<file path="src/rtl/imm_ext_pipe_if.sv">
// rtl/imm_ext_pipe_if.sv - immediate extender handshake bundle
interface imm_ext_pipe_if #(
    parameter int IN_W  = 16,
    parameter int OUT_W = 32
);
    logic             in_valid;
    logic             in_ready;
    logic [IN_W-1:0]  imm;
    logic [1:0]       extop;
    logic             out_valid;
    logic             out_ready;
    logic [OUT_W-1:0] extout;

    // producer/consumer side
    modport master (
        output in_valid, imm, extop, out_ready,
        input  in_ready, out_valid, extout
    );

    // extender side
    modport slave (
        input  in_valid, imm, extop, out_ready,
        output in_ready, out_valid, extout
    );
endinterface

</file>
<file path="src/rtl/imm_ext_pipe.sv">
// rtl/imm_ext_pipe.sv - registered immediate extender with main/skid output stage
module imm_ext_pipe #(
    parameter int IN_W     = 16,
    parameter int OUT_W    = 32,
    parameter int BR_SHIFT = 2
) (
    input  logic        clk,
    input  logic        reset,
    imm_ext_pipe_if.slave bus,
    output logic [15:0] xfer_cnt
);
    logic             m_valid_q, m_valid_d;
    logic [OUT_W-1:0] m_data_q,  m_data_d;
    logic             s_valid_q, s_valid_d;
    logic [OUT_W-1:0] s_data_q,  s_data_d;
    logic [15:0]      cnt_q,     cnt_d;
    logic [OUT_W-1:0] ext_res;
    logic [OUT_W-1:0] zext;
    logic [OUT_W-1:0] sext;
    logic             in_xfer;
    logic             out_xfer;

    // in_ready comes straight from the skid flag register, so out_ready never reaches it
    assign bus.in_ready  = ~s_valid_q;
    assign bus.out_valid = m_valid_q;
    assign bus.extout    = m_data_q;
    assign xfer_cnt      = cnt_q;

    assign in_xfer  = bus.in_valid & ~s_valid_q;
    assign out_xfer = m_valid_q & bus.out_ready;

    // extend the presented immediate according to extop
    always_comb begin
        zext = OUT_W'(bus.imm);
        sext = {{(OUT_W-IN_W){bus.imm[IN_W-1]}}, bus.imm};
        case (bus.extop)
            2'b00:   ext_res = zext;
            2'b01:   ext_res = sext;
            2'b10:   ext_res = zext << (OUT_W - IN_W);
            default: ext_res = sext << BR_SHIFT;
        endcase
    end

    // M/S steering: S always drains into M before any newer input can reach M
    always_comb begin
        m_valid_d = m_valid_q;
        m_data_d  = m_data_q;
        s_valid_d = s_valid_q;
        s_data_d  = s_data_q;
        cnt_d     = cnt_q;
        if (!m_valid_q || bus.out_ready) begin
            if (s_valid_q) begin
                m_valid_d = 1'b1;
                m_data_d  = s_data_q;
                s_valid_d = 1'b0;
            end else if (in_xfer) begin
                m_valid_d = 1'b1;
                m_data_d  = ext_res;
            end else begin
                m_valid_d = 1'b0;
            end
        end else if (in_xfer) begin
            s_valid_d = 1'b1;
            s_data_d  = ext_res;
        end
        if (out_xfer && cnt_q != 16'hFFFF) begin
            cnt_d = cnt_q + 16'd1;
        end
    end

    // state registers; reset discards anything in flight
    always_ff @(posedge clk) begin
        if (reset) begin
            m_valid_q <= 1'b0;
            m_data_q  <= '0;
            s_valid_q <= 1'b0;
            s_data_q  <= '0;
            cnt_q     <= '0;
        end else begin
            m_valid_q <= m_valid_d;
            m_data_q  <= m_data_d;
            s_valid_q <= s_valid_d;
            s_data_q  <= s_data_d;
            cnt_q     <= cnt_d;
        end
    end
endmodule

</file>
<file path="src/flat_wrapper.sv">
// flat-port wrapper written by rule: the top's interface ports become plain ports
module imm_ext_pipe_flat 
#(
    parameter int IN_W     = 16,
    parameter int OUT_W    = 32,
    parameter int BR_SHIFT = 2
)
  (clk, reset, xfer_cnt, bus_in_valid, bus_imm, bus_extop, bus_out_ready, bus_in_ready, bus_out_valid, bus_extout);
  imm_ext_pipe_if #(.IN_W(IN_W), .OUT_W(OUT_W)) bus_i ();
  input  logic clk;
  input  logic reset;
  output logic [15:0] xfer_cnt;
  input wire logic [$bits(bus_i.in_valid)-1:0] bus_in_valid;
  input wire logic [$bits(bus_i.imm)-1:0] bus_imm;
  input wire logic [$bits(bus_i.extop)-1:0] bus_extop;
  input wire logic [$bits(bus_i.out_ready)-1:0] bus_out_ready;
  output wire logic [$bits(bus_i.in_ready)-1:0] bus_in_ready;
  output wire logic [$bits(bus_i.out_valid)-1:0] bus_out_valid;
  output wire logic [$bits(bus_i.extout)-1:0] bus_extout;
  assign bus_i.in_valid = bus_in_valid;
  assign bus_i.imm = bus_imm;
  assign bus_i.extop = bus_extop;
  assign bus_i.out_ready = bus_out_ready;
  assign bus_in_ready = bus_i.in_ready;
  assign bus_out_valid = bus_i.out_valid;
  assign bus_extout = bus_i.extout;
  imm_ext_pipe #(.IN_W(IN_W), .OUT_W(OUT_W), .BR_SHIFT(BR_SHIFT)) u_core (.clk(clk), .reset(reset), .bus(bus_i), .xfer_cnt(xfer_cnt));
endmodule
</file>
<file path="config.mk">
export PLATFORM = sky130hd
export DESIGN_NAME = imm_ext_pipe_flat
export DESIGN_NICKNAME = d
export VERILOG_FILES = /design/src/rtl/imm_ext_pipe_if.sv /design/src/rtl/imm_ext_pipe.sv /design/src/flat_wrapper.sv
export SDC_FILE = /design/constraint.sdc
export NUM_CORES = 1
export LEC_CHECK = 0
export ABC_AREA = 1
export CORE_MARGIN = 5
export CORE_UTILIZATION = 46
export CTS_CLUSTER_SIZE = 40
export DETAILED_ROUTE_END_ITERATION = 10
export PLACE_DENSITY = 0.76
export REMOVE_ABC_BUFFERS = 1
export SKIP_CTS_REPAIR_TIMING = 1
export SLEW_MARGIN = 20
export SYNTH_ARGS = -nofsm -noshare
export SYNTH_HDL_FRONTEND = slang
export SYNTH_SLANG_ARGS = --single-unit
</file>
<file path="constraint.sdc">
create_clock -name clk -period 3.6 [get_ports clk]
set_clock_uncertainty 0.1 [all_clocks]
set_input_delay 0.9 -clock clk [delete_from_list [all_inputs] [get_ports clk]]
set_output_delay 0.9 -clock clk [all_outputs]
set_load 0.01 [all_outputs]
</file>
==> results.py <==
metrics = {
    "run_status": {
        "status": "finished, final reports clean",
    },
    "sta": {
        "finalHoldViolations": 0,
        "finalSetupTns_ps": 0,
        "worst_pin_slew_ps": 678.2,
        "layout_worst_path_cycle_share_pct": 76.36,
        "setup_ws_ps": 851.1,
        "holdWs_ps": 374.4,
        "setup_viol": 0,
        "relSlewSlack_pct": 54.64,
        "rsz0062_at_grt": "false",
        "period_minus_slack_ps": 2749,
        "slew_viol_final": 0,
        "max_freq_mhz": 363.8,
    },
    "floorplanning": {
        "start_util_pct": 46.61,
        "die_h_um": 100.8,
        "dieArea_mm2": 0.01016,
        "die_w_um": 100.8,
        "fp-row-count": 33,
        "core_area_mm2": 0.008134,
        "ios": 72,
    },
    "synthesis": {
        "synth_cell_types": 28,
        "netlist_top_cells_area": "dfxtp_1 43%, a21oi_1 13%, nand2_1 10%",
        "synth.most_common_cell": "nand2_1",
        "ys_ff_latch": 82,
        "synth_edf_count": 0,
        "syn_avg_cell_area_um2": 7.221,
        "netlist.area_leader.share_pct": 43.30,
        "yosys.area.top_type": "dfxtp_1",
        "yosysWarnings": 0,
        "async_flop_share_pct": 0,
        "synthCells": 525,
        "syn-cell-area_mm2": 0.003791,
        "synth_commonest_cells": "106 x nand2_1, 96 x a21oi_1, 82 x dfxtp_1",
        "ys_seq_area_share_pct": 43.30,
        "synthFlopType": "dfxtp_1",
    },
    "route": {
        "drtIter0Drc": 235,
        "firstDrtPassIters": 5,
        "final_antenna_net_count": 0,
        "drc": 0,
        "via_per_inst": 5.454,
        "vias": 3758,
        "wl_per_cell_um": 14.69,
        "wirelength_mm": 10.12,
    },
    "grt": {
        "grt_overflow": 0,
        "grt_usage_pct": 19.85,
        "grt_pass1_wl_mm": 16.45,
        "first_global_vias": 3639,
        "antenna_found_initial": 0,
        "grt_max_degree": 52,
    },
    "final_layout": {
        "final_cell_area_mm2": 0.004688,
        "fin_cells": 689,
        "drive_above_1_share_pct": 9.247,
        "syn_to_final_growth_pct": 23.66,
        "nNetsFinal": 602,
        "diodes": 0,
        "fin_util_pct": 57.64,
    },
    "clock_network": {
        "path_clk_slew_ps": 90,
        "clock_sinks": 82,
        "clock_path_buffers": 2,
        "cts_tree": "yes",
        "clk_latency_ps": 350,
        "htreeDepth": 3,
        "cts_buffers": 9,
        "clock-root-buffer": "clkbuf_8",
    },
    "run": {
        "maxCapViolCount": 0,
    },
    "worst_setup_path": {
        "cp_cell_sequence": "clkdlybuf4s50_1 -> nand2_1 -> o221ai_1 -> nand2_1 -> a21oi_1",
        "arrival_ps": 2940,
        "crit_top_cell": "nand2_1",
        "crit_path_max_fanout": 20,
        "cpPeakStageDelay_ps": 900,
        "crit_type": "input port to flip-flop",
        "startpoint_type": "input port",
        "critPathRequiredTime_ps": 3790,
        "worstSetupEndpointType": "flip-flop",
        "critPathSlowestCell": "clkdlybuf4s50_1",
    },
    "pwr": {
        "power.total_mw": 1.880,
        "ir_drop_mv": 0.1615,
        "power_leakage_nw": 1.772,
        "power.density_mw_per_mm2": 401.0,
    },
    "placed_design": {
        "hpwlAfterDp_mm": 6.439,
        "post-place-cells": 673,
        "globalplace.congestion": 0.8190,
        "io_buffer_count": 71,
        "post-place-ws_ps": 529.5,
        "placed_cell_area_mm2": 0.004513,
    },
    "worst_hold_path": {
        "min_path_type": "flip-flop to flip-flop",
    },
}
## path summary, 6_finish.rpt
path	from	end	slack (ps)	cells after the start
worst max-delay path	bus_extop[1]	u_core.bus.extout[16]	850	5
worst min-delay path	u_core.s_data_q[8]	u_core.s_data_q[8]	370	2
worst max register to register	u_core.s_valid_q	u_core.s_data_q[29]	1530	6
worst min register to register	u_core.s_data_q[8]	u_core.s_data_q[8]	370	2
## cells by family after synthesis
kind of cell,synth area share [%]
XOR/XNOR,1.386
AO/OA/AOI/OAI,26.73
adder cells (fa/ha/maj),0.3300
flip-flops,43.30
AND/OR/NAND/NOR,20.33
buffers and inverters,7.921
## report_power, final
group	leakage, nW	internal (mW)	switching, mW
sequential	0.670	0.951	0.0240
combinational	1.02	0.130	0.162
clock	0.0864	0.255	0.358
total	1.77	1.34	0.544
## final cells by class
class | instances | area, um2
clock buffer | 9 | 123.9
inverter | 38 | 142.6
fill | 791 | 3446
tap | 105 | 131.4
timing repair buffer | 76 | 748.2
clock inverter | 7 | 51.30
sequential | 82 | 1642
multi-input combinational | 372 | 1849
## worst max-delay path, delay by kind of cell
family          cells  cell delay [ps]
simple gates        2              600
compound gates      2              530
buf+inv             1              900
## routing by layer
metal / part of all wire (%) / wire [um] / track usage, %
met2: 46 / 4694 / 32.05
met5: 0 / 0 / 0
met3: 6.7 / 683 / 4.083
met1: 45 / 4529 / 25.67
met4: 2.1 / 212 / 8.394
## sequential cells by signal (all words and copies together), names as in the netlist
name / flops
u_core.s_data_q: 32
u_core.xfer_cnt: 16
u_core.bus.out_valid: 1
u_core.bus.extout: 32
u_core.s_valid_q: 1
## layout by cell type, fill, tap and decap left out, drive strengths merged
| cell | instances |
|---|---|
| nor3 | 1 |
| nand2 | 110 |
| xor2 | 3 |
| inv | 41 |
| buf | 5 |
| clkdlybuf4s50 | 71 |
| ha | 1 |
| xnor2 | 3 |
| nor2 | 50 |
| clkinv | 2 |
| clkinvlp | 2 |
| clkbuf | 9 |
| nand3 | 13 |
| o21ai | 54 |
| o22ai | 14 |
| nand4 | 6 |
| o21a | 10 |
| o221ai | 1 |
| a21oi | 106 |
| dfxtp | 82 |
No activity file was read; power rests on OpenSTA's default activity.
